===== src/rtl/mem_pkg.sv =====
// Shared definitions for the memory-stage sequencer: default geometry,
// FSM state encoding and the lane-index width helper.
package mem_pkg;

    localparam int DEF_REGI_SIZE  = 16;
    localparam int DEF_VECT_LANES = 3;
    localparam int DEF_ELEM_SIZE  = 8;
    // Memory depth is informational; the data memory truncates addresses itself.
    localparam int DEF_MEMO_LINES = 64;

    typedef enum logic [1:0] {
        IDLE,
        VEC,
        DONE
    } vseq_state_t;

    function automatic int lane_idx_w(input int lanes);
        return (lanes > 1) ? $clog2(lanes) : 1;
    endfunction

    localparam int LANE_IDX_W = lane_idx_w(DEF_VECT_LANES);

endpackage


===== src/rtl/vmem_seq_if.sv =====
// Execute-stage request / data-memory port bundle seen by the sequencer.
// slave = the sequencer, master = execute stage plus data memory.
interface vmem_seq_if
    import mem_pkg::*;
#(
    parameter int REGI_SIZE  = DEF_REGI_SIZE,
    parameter int VECT_LANES = DEF_VECT_LANES,
    parameter int ELEM_SIZE  = DEF_ELEM_SIZE
);

    logic                              valid_i;
    logic                              is_vec_i;
    logic                              we_i;
    logic [REGI_SIZE-1:0]              addr_i;
    logic [REGI_SIZE-1:0]              wd_i;
    logic [VECT_LANES*ELEM_SIZE-1:0]   vwd_i;
    logic                              stall_o;
    logic [REGI_SIZE-1:0]              rd_o;
    logic [VECT_LANES*ELEM_SIZE-1:0]   vrd_o;
    logic                              vdone_o;
    logic                              mem_we_o;
    logic [REGI_SIZE-1:0]              mem_a_o;
    logic [REGI_SIZE-1:0]              mem_wd_o;
    logic [REGI_SIZE-1:0]              mem_rd_i;

    modport slave (
        input  valid_i, is_vec_i, we_i, addr_i, wd_i, vwd_i, mem_rd_i,
        output stall_o, rd_o, vrd_o, vdone_o, mem_we_o, mem_a_o, mem_wd_o
    );

    modport master (
        output valid_i, is_vec_i, we_i, addr_i, wd_i, vwd_i, mem_rd_i,
        input  stall_o, rd_o, vrd_o, vdone_o, mem_we_o, mem_a_o, mem_wd_o
    );

endinterface


===== src/rtl/vmem_seq.sv =====
// Memory-access sequencer: scalar accesses pass straight through, vector
// accesses are serialised into one element access per cycle while stalling.
module vmem_seq
    import mem_pkg::*;
#(
    parameter int REGI_SIZE  = DEF_REGI_SIZE,
    parameter int VECT_LANES = DEF_VECT_LANES,
    parameter int ELEM_SIZE  = DEF_ELEM_SIZE
) (
    input logic        clk_i,
    input logic        rst_i,
    vmem_seq_if.slave  bus
);

    localparam int               IDX_W    = lane_idx_w(VECT_LANES);
    localparam logic [IDX_W-1:0] IDX_LAST = IDX_W'(VECT_LANES - 1);

    vseq_state_t          state_reg;
    logic [IDX_W-1:0]     idx_reg;
    logic [REGI_SIZE-1:0] base_reg;
    logic                 we_reg;
    logic                 vdone_reg;

    logic [ELEM_SIZE-1:0] vwd_lane [VECT_LANES];

    logic scalar_req;
    logic vector_req;
    logic in_vec;
    logic last_lane;
    logic vec_load;

    assign scalar_req = (state_reg == IDLE) && bus.valid_i && !bus.is_vec_i;
    assign vector_req = (state_reg == IDLE) && bus.valid_i && bus.is_vec_i;
    assign in_vec     = (state_reg == VEC);
    assign last_lane  = (idx_reg == IDX_LAST);
    assign vec_load   = in_vec && !we_reg;

    // Sequencing FSM; DONE deliberately ignores the still-held request so it
    // is not accepted a second time.
    always_ff @(posedge clk_i) begin
        if (rst_i) begin
            state_reg <= IDLE;
            idx_reg   <= '0;
            base_reg  <= '0;
            we_reg    <= 1'b0;
            vdone_reg <= 1'b0;
        end else begin
            vdone_reg <= 1'b0;
            case (state_reg)
                IDLE: begin
                    if (vector_req) begin
                        base_reg  <= bus.addr_i;
                        we_reg    <= bus.we_i;
                        idx_reg   <= '0;
                        state_reg <= VEC;
                    end
                end
                VEC: begin
                    if (last_lane) begin
                        state_reg <= DONE;
                        vdone_reg <= 1'b1;
                    end else begin
                        idx_reg <= idx_reg + 1'b1;
                    end
                end
                DONE:    state_reg <= IDLE;
                default: state_reg <= IDLE;
            endcase
        end
    end

    genvar gi;
    generate
        for (gi = 0; gi < VECT_LANES; gi++) begin : g_lane
            logic                 lane_hit;
            logic [ELEM_SIZE-1:0] vwd_reg;
            logic [ELEM_SIZE-1:0] lane_reg;
            logic [ELEM_SIZE-1:0] vrd_reg;

            assign lane_hit = in_vec && (idx_reg == IDX_W'(gi));

            // vrd_reg is only refreshed when the last element of a load
            // arrives, so vrd_o never shows a half-assembled vector.
            always_ff @(posedge clk_i) begin
                if (rst_i) begin
                    vwd_reg  <= '0;
                    lane_reg <= '0;
                    vrd_reg  <= '0;
                end else begin
                    if (vector_req) begin
                        vwd_reg <= bus.vwd_i[gi*ELEM_SIZE +: ELEM_SIZE];
                    end
                    if (vec_load && lane_hit) begin
                        lane_reg <= bus.mem_rd_i[ELEM_SIZE-1:0];
                    end
                    if (vec_load && last_lane) begin
                        vrd_reg <= lane_hit ? bus.mem_rd_i[ELEM_SIZE-1:0] : lane_reg;
                    end
                end
            end

            assign vwd_lane[gi]                         = vwd_reg;
            assign bus.vrd_o[gi*ELEM_SIZE +: ELEM_SIZE] = vrd_reg;
        end
    endgenerate

    assign bus.stall_o = vector_req || in_vec;
    assign bus.rd_o    = bus.mem_rd_i;
    assign bus.vdone_o = vdone_reg;

    always_comb begin
        bus.mem_a_o  = bus.addr_i;
        bus.mem_wd_o = bus.wd_i;
        bus.mem_we_o = 1'b0;
        if (in_vec) begin
            bus.mem_a_o  = base_reg + REGI_SIZE'(idx_reg);
            bus.mem_wd_o = REGI_SIZE'(vwd_lane[idx_reg]);
            bus.mem_we_o = we_reg;
        end else if (scalar_req) begin
            bus.mem_we_o = bus.we_i;
        end
        // A reset cycle must never commit a write, even mid-vector.
        if (rst_i) begin
            bus.mem_we_o = 1'b0;
        end
    end

endmodule


===== src/flat_wrapper.sv =====
// flat-port wrapper written by rule: the top's interface ports become plain ports
module vmem_seq_flat import mem_pkg::*;
#(
    parameter int REGI_SIZE  = DEF_REGI_SIZE,
    parameter int VECT_LANES = DEF_VECT_LANES,
    parameter int ELEM_SIZE  = DEF_ELEM_SIZE
)
  (clk_i, rst_i, bus_valid_i, bus_is_vec_i, bus_we_i, bus_addr_i, bus_wd_i, bus_vwd_i, bus_mem_rd_i, bus_stall_o, bus_rd_o, bus_vrd_o, bus_vdone_o, bus_mem_we_o, bus_mem_a_o, bus_mem_wd_o);
  vmem_seq_if #(.REGI_SIZE(REGI_SIZE), .VECT_LANES(VECT_LANES), .ELEM_SIZE(ELEM_SIZE)) bus_i ();
  input logic clk_i;
  input logic rst_i;
  input wire logic [$bits(bus_i.valid_i)-1:0] bus_valid_i;
  input wire logic [$bits(bus_i.is_vec_i)-1:0] bus_is_vec_i;
  input wire logic [$bits(bus_i.we_i)-1:0] bus_we_i;
  input wire logic [$bits(bus_i.addr_i)-1:0] bus_addr_i;
  input wire logic [$bits(bus_i.wd_i)-1:0] bus_wd_i;
  input wire logic [$bits(bus_i.vwd_i)-1:0] bus_vwd_i;
  input wire logic [$bits(bus_i.mem_rd_i)-1:0] bus_mem_rd_i;
  output wire logic [$bits(bus_i.stall_o)-1:0] bus_stall_o;
  output wire logic [$bits(bus_i.rd_o)-1:0] bus_rd_o;
  output wire logic [$bits(bus_i.vrd_o)-1:0] bus_vrd_o;
  output wire logic [$bits(bus_i.vdone_o)-1:0] bus_vdone_o;
  output wire logic [$bits(bus_i.mem_we_o)-1:0] bus_mem_we_o;
  output wire logic [$bits(bus_i.mem_a_o)-1:0] bus_mem_a_o;
  output wire logic [$bits(bus_i.mem_wd_o)-1:0] bus_mem_wd_o;
  assign bus_i.valid_i = bus_valid_i;
  assign bus_i.is_vec_i = bus_is_vec_i;
  assign bus_i.we_i = bus_we_i;
  assign bus_i.addr_i = bus_addr_i;
  assign bus_i.wd_i = bus_wd_i;
  assign bus_i.vwd_i = bus_vwd_i;
  assign bus_i.mem_rd_i = bus_mem_rd_i;
  assign bus_stall_o = bus_i.stall_o;
  assign bus_rd_o = bus_i.rd_o;
  assign bus_vrd_o = bus_i.vrd_o;
  assign bus_vdone_o = bus_i.vdone_o;
  assign bus_mem_we_o = bus_i.mem_we_o;
  assign bus_mem_a_o = bus_i.mem_a_o;
  assign bus_mem_wd_o = bus_i.mem_wd_o;
  vmem_seq #(.REGI_SIZE(REGI_SIZE), .VECT_LANES(VECT_LANES), .ELEM_SIZE(ELEM_SIZE)) u_core (.clk_i(clk_i), .rst_i(rst_i), .bus(bus_i));
endmodule

===== config.mk =====
export PLATFORM = sky130hd
export DESIGN_NAME = vmem_seq_flat
export DESIGN_NICKNAME = d
export VERILOG_FILES = /design/src/rtl/mem_pkg.sv /design/src/rtl/vmem_seq_if.sv /design/src/rtl/vmem_seq.sv /design/src/flat_wrapper.sv
export SDC_FILE = /design/constraint.sdc
export NUM_CORES = 1
export LEC_CHECK = 0
export CORE_AREA = 5 5 108 110
export DETAILED_ROUTE_END_ITERATION = 7
export DIE_AREA = 0 0 113 115
export PLACE_DENSITY_LB_ADDON = 0.25
export SKIP_LAST_GASP = 1
export SLEW_MARGIN = 10
export SYNTH_ARGS = -nofsm -noshare
export SYNTH_HDL_FRONTEND = slang
export SYNTH_SLANG_ARGS = --single-unit

===== constraint.sdc =====
create_clock -name clk_i -period 2.44 [get_ports clk_i]
set_input_delay 0.366 -clock clk_i [delete_from_list [all_inputs] [get_ports clk_i]]
set_output_delay 0.366 -clock clk_i [all_outputs]
set_load 0.005 [all_outputs]

Yosys cells after proc, flatten, opt, wreduce, memory -nomap -nowiden
Index checks and enable logic that the tools add are counted.
{ "classes": {"n_eq_ne": 6, "n_mux": 18, "order_cmp": 1, "add_sub_neg": 2, "bitwise_logic": 2, "reduce_logical": 21} }
{ "ops": {"columns": ["cell", "n"], "rows": [
  ["$mux W8", 5],
  ["$mux W16", 2],
  ["$add A16 B2 Y16", 1],
  ["$bmux W8 S2", 1],
  ["$logic_and A1 B1 Y1", 11],
  ["$mux W2", 4],
  ["$pmux W2 S2", 2],
  ["$eq A2 B1 Y1 const B", 2],
  ["$logic_not A2 Y1", 2],
  ["$mux W1", 4],
  ["$ne A2 B2 Y1 const B", 2],
  ["$reduce_and A2 Y1", 2],
  ["$ge A3 B3 Y1 const B", 1],
  ["$not A2 Y3", 1],
  ["$reduce_and A3 Y1", 1],
  ["$add A2 B1 Y2 const B", 1],
  ["$eq A2 B2 Y1 const B", 1],
  ["$logic_not A1 Y1", 2],
  ["$ne A2 B1 Y1 const B", 1],
  ["$reduce_bool A2 Y1", 1],
  ["$reduce_or A2 Y1", 1],
  ["$logic_or A1 B1 Y1", 1],
  ["$not A1 Y1", 1]
]} }
{ "totals": {"regBits": 94, "in_bits": 77, "word_cells": 64, "out_inout_bits": 75} }

Logic depth before layout (Yosys ltp)
Gate-level depths: netlist (run 1).
{ "depth": {"word_depth": 6, "ltp_mapped": 10, "depth_no_buf": 7} }

Least setup slack after synthesis (run 1)
OpenSTA, ideal clock, no wires.
{ "synth_path": {"path_kind": "reg-to-output", "from": "reg u_core.idx_reg[1]", "to": "out bus_mem_a_o[12]", "t_arrival_ns": 2.169, "t_required_ns": 2.074, "path_slack_ns": -0.095, "path_stages_with_launch": 9, "n_path_buf": 2, "cell_sequence": "dfxtp_1 -> clkbuf_1 -> clkbuf_1 -> inv_1 -> fa_1 -> nand2b_1 -> nor4_2 -> xnor2_1 -> o21ai_1"} }
{ "synth_via": {"elab_chain_len": 2} }
{ "synth_lines": {"columns": ["item", "line_no", "source"], "rows": [
  ["from (decl)", "vmem_seq.sv:19", "logic [IDX_W-1:0] idx_reg;"],
  ["from (signal assigned)", "vmem_seq.sv:63", "idx_reg <= idx_reg + 1'b1;"],
  ["$add A16 B2 Y16", "vmem_seq.sv:116", "bus.mem_a_o = base_reg + REGI_SIZE'(idx_reg);"],
  ["$mux W16", "vmem_seq.sv:115", "if (in_vec) begin"],
  ["to (decl)", "flat_wrapper.sv:24", "output wire logic [$bits(bus_i.mem_a_o)-1:0] bus_mem_a_o;"]
]} }
No other way between the ends.

Worst setup path in the final report (run 1)
{ "layout_path": {"from": "reg u_core.idx_reg[0]", "to": "out bus_mem_a_o[10]"} }
The elaborated chain is that of the path after synthesis.

==> results.md, run 1 <==
- Root buffer cell: sky130_fd_sc_hd__clkbuf_8
- Post-synthesis to final-layout area growth: 42.1%
- Worst reg2reg setup slack: 0.41 ns
- Classification of the worst-slack hold path: flop to flop
- Count of H-tree levels built during CTS: 3
- Final routed DRC violation total: 0
- Final Hold Viols: 0
- Total wire length after detailed routing: 11.4 mm
- Final setup vio count: 5
- Buffer depth of the longest clock path: 2
- Placement row count: 38
- Share of post-route cells with drive strength above 1: 0.129
- Number of clock sinks: 86
- Reg-to-reg endpoint: u_core.g_lane[1].vrd_reg[1]$_SDFFE_PP0P_
- Hold-fix buffer count after cts: 0
- Placed Cells incl. Taps: 784
- Number of design-rule violations left by the first detailed-router iteration: 142
- Number of distinct library cells after synthesis: 40
- Filler-free cell count of the finished design: 808
- Count of boundary I/O pins: 152
- Kind of end point of the critical path: output pin
- Critical path data arrival time: 2.20 ns
- Hold path startpoint: u_core.g_lane[2].vrd_reg[3]$_SDFFE_PP0P_
- Worst hold path endpoint: u_core.g_lane[2].vrd_reg[3]$_SDFFE_PP0P_
- Clock period minus final worst setup slack: 2.57 ns
- Post-Syn Instances: 545
- Nets: 746
- Number of antenna violations at the first check in global routing: 0
- WS Path Type: flop to output pin
- Highest achievable clock rate: 389 MHz
- CTS tree: done
- Diodes inserted: 0
- Drt wl/cell: 14.1 um
- Number of slew-limit violations in the final report: 0
- Worst Setup Slack, final: -0.131 ns
- Via density: 4.98
- Vias: 4023
- Unrepaired setup endpoints after global routing: yes
- Synthesized area divided by synthesized cell count: 7.73 um^2
- Proportion of synthesized chip area in sequential cells: 0.409
- Critical register-to-register path startpoint: u_core.idx_reg[0]$_SDFFE_PP0P_
- First-pass detailed-route iteration total: 4
- Placeable core region: 10600 um^2
- Number of warning messages in the yosys log: 0
- Number of cells on the worst hold path: 2
- Core occupancy in the finished layout: 0.564
- Post-synthesis sequential element count: 86
- Vias in the first global route: 3763
- Register clock-pin slew on the reported worst setup and hold paths: 0.10 ns
- Static leakage: 0.00226 uW
- Fill cell instance count of the final layout: 997
- Clock network latency to the later pin of the worst-skew pair: 0.36 ns
- WP data required: 2.07 ns
- Initial core utilization: 0.397
- Largest net degree at the start of global routing: 87
- Post-synthesis net count: 628
- Transition time of the tightest slew-check pin: 0.873 ns
- Final ANT Viol Nets: 0
- Setup skew after layout: 0.0114 ns
- Violated checks: negative setup slack
- Residual overflow from global routing: 0
- Die boundary width: 113 um
- Die outline height: 115 um
- CP Max Fanout: 2
- Post-Synthesis Cell Area: 4210 um^2
- HPWL after detailed placement: 8.18 mm
- Gpl congestion: 0.827
- Max cap viols: 0
- Outcome: finished, violations left
- Worst rel slew slack: 0.418
- Total clock buffers created by CTS: 9
- Post-route clock period utilization: 1.05
- First-pass GRT wire length: 17.9 mm
- Critical path launch point type: flop
- Logic depth of the worst register-to-register path: 8
- Max VDD drop: 0.000342 V
- Power per cell area: 512 nW/um^2
- Number of port buffers: 135
- Die ar.: 13000 um^2
- Combined global-route utilization of all metal layers: 0.168
-- layout make-up --
type                    count  area [um^2]  area share
well taps                 140          175      0.0293
clock buffers               9          124      0.0207
multi-input cells         395         2280       0.382
repair buffers            164         1560       0.260
flip-flops and latches     86         1730       0.289
inverters                   7         28.8     0.00481
clock inverters             7         86.3      0.0144
-- cells by family (layout without fill, tap and decap cells) --
family                   after synthesis  in the layout  synth area share
AO/OA/AOI/OAI                        124            124             0.162
XOR/XNOR                              13             13            0.0270
adder cells (fa/ha/maj)                6              6            0.0196
buffers and inverters                 64            187            0.0808
flip-flops                            86             86             0.409
multiplexers                          26             26            0.0621
AND/OR/NAND/NOR                      226            226             0.240
-- synthesized netlist by cell type (all sizes together) --
library cell / count / area, um^2
nand2: 149 / 559
dfxtp: 86 / 1720
a21oi: 68 / 344
nor2: 38 / 150
buf: 37 / 239
o21ai: 31 / 159
mux2i: 25 / 250
clkbuf: 20 / 75.1
a211oi: 16 / 120
xnor2: 12 / 105
a31oi: 8 / 50.1
and2: 8 / 50.1
inv: 6 / 22.5
nor3: 6 / 30.0
ha: 5 / 62.6
nand3: 5 / 30.0
nor4: 5 / 56.3
nand3b: 3 / 22.5
nand4: 3 / 40.0
nand2b: 2 / 12.5
nor3b: 2 / 20.0
nor4bb: 2 / 20.0
or2: 2 / 12.5
a22oi: 1 / 7.51
clkinv: 1 / 3.75
fa: 1 / 20.0
mux2: 1 / 11.3
nor2b: 1 / 6.26
xor2: 1 / 8.76
-- power breakdown --
part           internal [uW]  switching [uW]  total, uW  leakage (uW)
Sequential              1450            36.2       1480      0.000701
Clock                    499             570       1070      0.000105
Combinational            277             232        509       0.00145
-- layer usage --
metal / global-route usage / wire, um / vias to the layer above
met5: 0 / 0 / -
met4: 0.0665 / 255 / 0
met3: 0.0316 / 587 / 18
met2: 0.290 / 5550 / 104
met1: 0.208 / 5000 / 1850
li1: - / - / 2051
-- worst max-delay path: stages (launching register included) --
cell and delay [ns]:
sky130_fd_sc_hd__dfxtp_2 0.37, sky130_fd_sc_hd__ha_4 0.14, sky130_fd_sc_hd__inv_2 0.04, sky130_fd_sc_hd__fa_2 0.39, sky130_fd_sc_hd__nand2b_4 0.15, sky130_fd_sc_hd__buf_4 0.15, sky130_fd_sc_hd__nor3_2 0.13, sky130_fd_sc_hd__xnor2_1 0.14
sky130_fd_sc_hd__o21ai_1 0.08, sky130_fd_sc_hd__dlygate4sd2_1 0.27
-- stage by stage --
stage               hold WS (ns)  total power (uW)  TNS, ns  worst slack, ns  area, um^2
CTS                        0.461              3080   -0.717           -0.196        5900
global placement           0.441              2030   -0.316           -0.113        5610
global route               0.481              3190    -1.45           -0.237        5980
finish                     0.459              3060   -0.412           -0.131        5980
floorplan                  0.436              1760        0          0.00606        4210
detailed placement         0.448              2030   -0.479           -0.152        5610
-- cells in the final DEF, fill, tap and decap left out, types with 2 or more instances in the layout --
cell and instances:
sky130_fd_sc_hd__a211oi_1 16, sky130_fd_sc_hd__a21oi_1 67, sky130_fd_sc_hd__a31oi_1 8, sky130_fd_sc_hd__and2_1 8, sky130_fd_sc_hd__buf_2 5, sky130_fd_sc_hd__buf_4 23, sky130_fd_sc_hd__buf_6 5, sky130_fd_sc_hd__clkbuf_2 2
sky130_fd_sc_hd__clkbuf_8 9, sky130_fd_sc_hd__clkdlybuf4s50_1 119, sky130_fd_sc_hd__dfxtp_1 81, sky130_fd_sc_hd__dfxtp_2 5, sky130_fd_sc_hd__dlygate4sd2_1 8, sky130_fd_sc_hd__ha_1 3, sky130_fd_sc_hd__ha_4 2, sky130_fd_sc_hd__inv_1 5
sky130_fd_sc_hd__inv_6 3, sky130_fd_sc_hd__inv_8 2, sky130_fd_sc_hd__mux2i_1 25, sky130_fd_sc_hd__nand2_1 149, sky130_fd_sc_hd__nand2b_4 2, sky130_fd_sc_hd__nand3_1 4, sky130_fd_sc_hd__nand3b_1 3, sky130_fd_sc_hd__nor2_1 33
sky130_fd_sc_hd__nor2_2 4, sky130_fd_sc_hd__nor3_1 2, sky130_fd_sc_hd__nor3_2 3, sky130_fd_sc_hd__nor4_4 4, sky130_fd_sc_hd__o21ai_0 21, sky130_fd_sc_hd__o21ai_1 9, sky130_fd_sc_hd__or2_1 2, sky130_fd_sc_hd__xnor2_1 11
-- timing repair --
| item | CTS | global route |
|---|---|---|
| resized for setup | 31 | 35 |
| gates cloned | 0 | 0 |
| pin swaps | 5 | 15 |
| buffers inserted | 3 | 6 |
| setup endpoints to repair | 31 | 28 |
-- how the worst max path moves through the flow --
| stage | slack [ns] | start | depth (start not counted) | to |
|---|---|---|---|---|
| after floorplan | 0.006 | u_core.idx_reg[1]$_SDFFE_PP0P_ | 8 | bus_mem_a_o[12] |
| after global placement | -0.11 | u_core.base_reg[0]$_SDFFE_PP0P_ | 8 | bus_mem_a_o[14] |
| after detailed placement | -0.15 | u_core.idx_reg[0]$_SDFFE_PP0P_ | 8 | bus_mem_a_o[14] |
| after CTS | -0.20 | u_core.base_reg[1]$_SDFFE_PP0P_ | 8 | bus_mem_a_o[15] |
| after global routing | -0.24 | u_core.idx_reg[0]$_SDFFE_PP0P_ | 9 | bus_mem_a_o[14] |
| final | -0.13 | u_core.idx_reg[0]$_SDFFE_PP0P_ | 9 | bus_mem_a_o[10] |
Note: power is estimated with default switching activity, not from simulation.
==> inputs of run 2 (changes only) <==
--- a/config.mk
+++ b/config.mk
@@ -5,9 +5,9 @@
 export SDC_FILE = /design/constraint.sdc
 export NUM_CORES = 1
 export LEC_CHECK = 0
-export CORE_AREA = 5 5 108 110
+export CORE_AREA = 5 5 100 102
 export DETAILED_ROUTE_END_ITERATION = 7
-export DIE_AREA = 0 0 113 115
+export DIE_AREA = 0 0 105 107
 export PLACE_DENSITY_LB_ADDON = 0.25
 export SKIP_LAST_GASP = 1
 export SLEW_MARGIN = 10
==> constraint.sdc (replaced) <==
create_clock -name clk_i -period 3.2 [get_ports clk_i]
set_input_delay 0.48 -clock clk_i [delete_from_list [all_inputs] [get_ports clk_i]]
set_output_delay 0.48 -clock clk_i [all_outputs]
set_load 0.005 [all_outputs]
==> results.md, run 2 (synthesis gave the netlist of run 1 again) <==
- Final Hold Viols: 0
- Final setup vio count: 0
- Internal power: 1690 uW
- Outcome: completed
- Area taken by flip-flops and latches: 1720 um^2
- Fill cell instance count of the final layout: 811
- Post-route clock period utilization: 0.955
- Kind of end point of the critical path: output pin
- Via density: 5.21
- Die ar.: 11200 um^2
- Setup skew after layout: 0.00902 ns
- Share of post-route cells with drive strength above 1: 0.0605
- WS Path Type: flop to output pin
- Logic depth of the worst register-to-register path: 7
- Vias: 3935
- Power per cell area: 399 nW/um^2
- Sequential group share of total power: 0.502
- Net switching power: 567 uW
- Largest net degree at the start of global routing: 87
- Reg-to-reg endpoint: u_core.g_lane[0].lane_reg[7]$_SDFFE_PP0P_
- Highest achievable clock rate: 327 MHz
- Cts repair resizes: 0
- Count of boundary I/O pins: 152
- Residual overflow from global routing: 0
- Critical path launch point type: flop
- Final ANT Viol Nets: 0
- Number of cells on the worst hold path: 2
- Switching fraction of total power: 0.251
- Gpl congestion: 0.804
- HPWL after detailed placement: 7.87 mm
- Post-synthesis to final-layout area growth: 34.7%
- Drt wl/cell: 14.6 um
- Worst Setup Slack, final: 0.146 ns
- Register clock-pin slew on the reported worst setup and hold paths: 0.08 ns
- Critical path data arrival time: 2.57 ns
- First-pass detailed-route iteration total: 4
- Unrepaired setup endpoints after global routing: no
- Combined global-route utilization of all metal layers: 0.190
- Number of port buffers: 135
- WP data required: 2.72 ns
- Final routed DRC violation total: 0
- Worst reg2reg setup slack: 0.83 ns
- Area of the multi-input gates: 2180 um^2
- CTS tree: done
- Hold path startpoint: u_core.g_lane[2].vrd_reg[3]$_SDFFE_PP0P_
- Count of H-tree levels built during CTS: 3
- First-pass GRT wire length: 17.8 mm
- Leading cell type in the layout, fill and taps excluded: sky130_fd_sc_hd__nand2_1
- Classification of the worst-slack hold path: flop to flop
- Number of clock sinks: 86
- Placeable core region: 9020 um^2
- Worst hold path endpoint: u_core.g_lane[2].vrd_reg[3]$_SDFFE_PP0P_
- Total Negative Setup Slacks: 0 ns
- Post-CTS setup-driven buffer insertion count: 0
- CP Max Fanout: 5
- Total clock buffers created by CTS: 9
- Transition time of the tightest slew-check pin: 0.897 ns
- Number of design-rule violations left by the first detailed-router iteration: 164
- Root buffer cell: sky130_fd_sc_hd__clkbuf_8
- Top library cells by usage in the layout, fill and taps aside: 149 x sky130_fd_sc_hd__nand2_1, 134 x sky130_fd_sc_hd__clkdlybuf4s50_1, 86 x sky130_fd_sc_hd__dfxtp_1, 67 x sky130_fd_sc_hd__a21oi_1, 35 x sky130_fd_sc_hd__nor2_1
- Finished Cell Area: 5670 um^2
- Max VDD drop: 0.000198 V
- Total wire length after detailed routing: 11.0 mm
- Initial core utilization: 0.467
- Buffer depth of the longest clock path: 2
- Clk network pwr share: 0.329
- Static leakage: 0.00205 uW
- Die boundary width: 105 um
- Diodes inserted: 0
- Clock network latency to the later pin of the worst-skew pair: 0.35 ns
- Post-Place Worst Slack: 0.402 ns
- Hold-fix buffer count after cts: 0
- Die outline height: 107 um
- Vias in the first global route: 3797
- Combinational power share: 0.169
- Nets: 724
- Number of slew-limit violations in the final report: 0
- Max cap viols: 0
- Clock period minus final worst setup slack: 3.05 ns
- Post-placement cell area: 5460 um^2
- Worst rel slew slack: 0.402
- Critical register-to-register path startpoint: u_core.idx_reg[0]$_SDFFE_PP0P_
- Placement row count: 35
- Number of antenna violations at the first check in global routing: 0
-- run 2: cell count changes in the layout (fill, tap and decap cells not counted), moves of 3 or more --
cell	before	now
sky130_fd_sc_hd__dlygate4sd2_1	8	0
sky130_fd_sc_hd__inv_6	3	0
sky130_fd_sc_hd__nor3_1	2	6
sky130_fd_sc_hd__nor4_4	4	1
sky130_fd_sc_hd__nor3_2	3	0
sky130_fd_sc_hd__buf_2	5	1
sky130_fd_sc_hd__nor4_2	0	3
sky130_fd_sc_hd__buf_6	5	0
sky130_fd_sc_hd__dfxtp_2	5	0
sky130_fd_sc_hd__clkdlybuf4s50_1	119	134
sky130_fd_sc_hd__buf_4	23	6
sky130_fd_sc_hd__dfxtp_1	81	86
-- run 2: metal layers --
layer,track usage,up-vias,share of wire
met2,0.331,119,0.50
met3,0.0524,15,0.064
met4,0.0658,0,0.016
met5,0,-,0
li1,-,1992,-
met1,0.222,1809,0.42
-- run 2: layout make-up --
type	count	share of cell area
inverters	7	0.00463
well taps	111	0.0245
multi-input cells	395	0.385
repair buffers	142	0.249
clock buffers	11	0.0249
flip-flops and latches	86	0.304
clock inverters	4	0.00839
-- run 2: metrics by stage --
step                      hold WS, ns  instances  power, uW  utilization
after global placement          0.442        741       1540        0.606
after detailed placement        0.447        741       1540        0.606
final                           0.456        756       2260        0.628
after floorplan                 0.436        545       1340            -
after global routing            0.473        756       2360        0.628
after CTS                       0.458        756       2270        0.627
-- run 2: how the worst max path moves through the flow --
stage | startpoint | depth (start not counted) | slack [ns] | endpoint
2_1_floorplan | u_core.idx_reg[1]$_SDFFE_PP0P_ | 8 | 0.55 | bus_mem_a_o[12]
3_3_place_gp | u_core.base_reg[0]$_SDFFE_PP0P_ | 8 | 0.48 | bus_mem_a_o[14]
3_5_place_dp | u_core.idx_reg[0]$_SDFFE_PP0P_ | 8 | 0.40 | bus_mem_a_o[12]
4_1_cts | u_core.idx_reg[0]$_SDFFE_PP0P_ | 8 | 0.02 | bus_mem_a_o[12]
5_1_grt | u_core.idx_reg[0]$_SDFFE_PP0P_ | 8 | 0.03 | bus_mem_a_o[14]
6_report | u_core.idx_reg[0]$_SDFFE_PP0P_ | 8 | 0.15 | bus_mem_a_o[14]
-- run 2: power groups by stage --
stage / clock (uW) / combinational (uW) / sequential, uW
3_3_place_gp: 0 / 378 / 1160
6_report: 742 / 382 / 1140
2_1_floorplan: 0 / 191 / 1150
5_1_grt: 800 / 419 / 1140
3_5_place_dp: 0 / 383 / 1160
4_1_cts: 753 / 385 / 1130
-- run 2: worst max-delay path, cell delays in order, from the launching register on --
cell and delay [ns]:
sky130_fd_sc_hd__dfxtp_1 0.36, sky130_fd_sc_hd__ha_1 0.20, sky130_fd_sc_hd__inv_1 0.06, sky130_fd_sc_hd__fa_1 0.43, sky130_fd_sc_hd__nand2b_4 0.20, sky130_fd_sc_hd__nor4_4 0.26
sky130_fd_sc_hd__xnor2_1 0.09, sky130_fd_sc_hd__o21ai_1 0.11, sky130_fd_sc_hd__clkdlybuf4s50_1 0.51
==> inputs of run 3 (changes only) <==
--- a/config.mk
+++ b/config.mk
@@ -9,6 +9,7 @@
 export DETAILED_ROUTE_END_ITERATION = 7
 export DIE_AREA = 0 0 105 107
 export PLACE_DENSITY_LB_ADDON = 0.25
+export SETUP_SLACK_MARGIN = 0.02
 export SKIP_LAST_GASP = 1
 export SLEW_MARGIN = 10
 export SYNTH_ARGS = -nofsm -noshare
==> results.md, run 3 (synthesis gave the netlist of run 1 again) <==
- Outcome: completed
- Final routed DRC violation total: 0
- Hold path startpoint: u_core.g_lane[2].vrd_reg[3]$_SDFFE_PP0P_
- Worst hold path endpoint: u_core.g_lane[2].vrd_reg[3]$_SDFFE_PP0P_
- Finished Cell Area: 5680 um^2
- Gpl congestion: 0.804
- Root buffer cell: sky130_fd_sc_hd__clkbuf_8
- Residual overflow from global routing: 0
- Power per cell area: 398 nW/um^2
- Unrepaired setup endpoints after global routing: no
- Count of H-tree levels built during CTS: 3
- Die outline height: 107 um
- Number of antenna violations at the first check in global routing: 0
- Vias in the first global route: 3803
- Nets: 724
- Number of slew-limit violations in the final report: 0
- Max cap viols: 0
- Number of design-rule violations left by the first detailed-router iteration: 152
- Die ar.: 11200 um^2
- Number of clock sinks: 86
- Classification of the worst-slack hold path: flop to flop
- Setup skew after layout: 0.00863 ns
- HPWL after detailed placement: 7.87 mm
- Critical path launch point type: flop
- Initial core utilization: 0.467
- Worst rel slew slack: 0.398
- Post-route clock period utilization: 0.949
- Buffer depth of the longest clock path: 2
- Register clock-pin slew on the reported worst setup and hold paths: 0.08 ns
- Count of boundary I/O pins: 152
- Vias: 3913
- Number of port buffers: 135
- Combined global-route utilization of all metal layers: 0.190
- Share of post-route cells with drive strength above 1: 0.0620
- Worst path top cell family by delay: buffers and inverters
- Sequential group share of total power: 0.502
- Final setup vio count: 0
- Critical path data arrival time: 2.56 ns
- Reg-to-reg endpoint: u_core.g_lane[0].lane_reg[7]$_SDFFE_PP0P_
- Clock period minus final worst setup slack: 3.04 ns
- Via density: 5.18
- Final ANT Viol Nets: 0
- Placement row count: 35
- Clock network latency to the later pin of the worst-skew pair: 0.35 ns
- Total clock buffers created by CTS: 9
- Largest net degree at the start of global routing: 87
- Static leakage: 0.00207 uW
- CP Max Fanout: 5
- Final Hold Viols: 0
- Transition time of the tightest slew-check pin: 0.904 ns
- Logic depth of the worst register-to-register path: 7
- Kind of end point of the critical path: output pin
- Longest individual stage delay on the worst path: 0.52 ns
- Die boundary width: 105 um
- Number of cells on the worst hold path: 2
- Post-CTS setup-driven buffer insertion count: 0
- WS Path Type: flop to output pin
- Post-placement cell area: 5460 um^2
- Placeable core region: 9020 um^2
- WP data required: 2.72 ns
- Drt wl/cell: 14.6 um
- Diodes inserted: 0
- Max VDD drop: 0.000199 V
- Net switching power: 567 uW
- Internal power: 1690 uW
- Buffer and inverter count on the worst path: 2
- CTS tree: done
- Clk network pwr share: 0.329
- CP Cell Sequence: ha_1 > inv_1 > fa_2 > nand2b_4 > nor4_4 > xnor2_1 > o21ai_1 > clkdlybuf4s50_1
- Total wire length after detailed routing: 11.0 mm
- Highest achievable clock rate: 329 MHz
- First-pass GRT wire length: 17.9 mm
- Worst path slowest cell: sky130_fd_sc_hd__clkdlybuf4s50_1
- Core occupancy in the finished layout: 0.630
- Post-synthesis to final-layout area growth: 34.9%
- Critical register-to-register path startpoint: u_core.idx_reg[0]$_SDFFE_PP0P_
- Leading cell type in the layout, fill and taps excluded: sky130_fd_sc_hd__nand2_1
- Switching fraction of total power: 0.251
- Combinational power share: 0.169
- Total Negative Setup Slacks: 0 ns
- Top library cells by usage in the layout, fill and taps aside: 149 x sky130_fd_sc_hd__nand2_1, 134 x sky130_fd_sc_hd__clkdlybuf4s50_1, 86 x sky130_fd_sc_hd__dfxtp_1, 67 x sky130_fd_sc_hd__a21oi_1, 35 x sky130_fd_sc_hd__nor2_1
- First-pass detailed-route iteration total: 4
- Worst reg2reg setup slack: 0.85 ns
run 3: stage by stage:
| step | hold WS [ns] | cells | setup WS, ns | total power (uW) |
|---|---|---|---|---|
| floorplan | 0.436 | 545 | 0.551 | 1340 |
| finish | 0.455 | 756 | 0.163 | 2260 |
| global route | 0.473 | 756 | 0.0398 | 2360 |
| detailed placement | 0.447 | 741 | 0.402 | 1540 |
| global placement | 0.442 | 741 | 0.483 | 1540 |
| CTS | 0.458 | 756 | 0.0405 | 2270 |
run 3: worst max path at each step:
stage | from | end | slack (ns) | depth (start not counted)
after global placement | u_core.base_reg[0]$_SDFFE_PP0P_ | bus_mem_a_o[14] | 0.48 | 8
after CTS | u_core.idx_reg[0]$_SDFFE_PP0P_ | bus_mem_a_o[12] | 0.04 | 8
after floorplan | u_core.idx_reg[1]$_SDFFE_PP0P_ | bus_mem_a_o[12] | 0.55 | 8
after detailed placement | u_core.idx_reg[0]$_SDFFE_PP0P_ | bus_mem_a_o[12] | 0.40 | 8
final | u_core.idx_reg[0]$_SDFFE_PP0P_ | bus_mem_a_o[12] | 0.16 | 8
after global routing | u_core.idx_reg[1]$_SDFFE_PP0P_ | bus_mem_a_o[3] | 0.04 | 7
run 3: layout make-up:
type | instances | area (um^2)
clock buffers | 11 | 141
clock inverters | 4 | 47.5
fillers | 808 | 3340
inverters | 7 | 26.3
multi-input cells | 395 | 2190
flip-flops and latches | 86 | 1720
well taps | 111 | 139
repair buffers | 142 | 1410
run 3: timing repair:
action / CTS / global route
gates resized for setup: 1 / 4
setup endpoints to repair: 1 / 4
hold buffers: 0 / 0
run 3: power groups by stage:
stage / Sequential [uW] / Clock (uW) / Combinational, uW
after floorplan: 1150 / 0 / 191
after global placement: 1160 / 0 / 378
after detailed placement: 1160 / 0 / 383
after CTS: 1130 / 753 / 385
after global routing: 1140 / 800 / 419
final: 1140 / 743 / 382
run 3: layer usage:
layer | part of all wire | global-route usage | vias up
li1 | - | - | 1992
met5 | 0 | 0 | -
met4 | 0.017 | 0.0658 | 0
met2 | 0.50 | 0.333 | 114
met3 | 0.064 | 0.0524 | 16
met1 | 0.42 | 0.223 | 1791
run 3: worst register-to-register path: stages (launching register included):
cell,delay [ns]
sky130_fd_sc_hd__dfxtp_1,0.35
sky130_fd_sc_hd__buf_4,0.24
sky130_fd_sc_hd__clkinv_1,0.30
sky130_fd_sc_hd__ha_1,0.32
sky130_fd_sc_hd__nand3b_1,0.45
sky130_fd_sc_hd__or2_1,0.35
sky130_fd_sc_hd__nand2_1,0.10
sky130_fd_sc_hd__a21oi_1,0.16
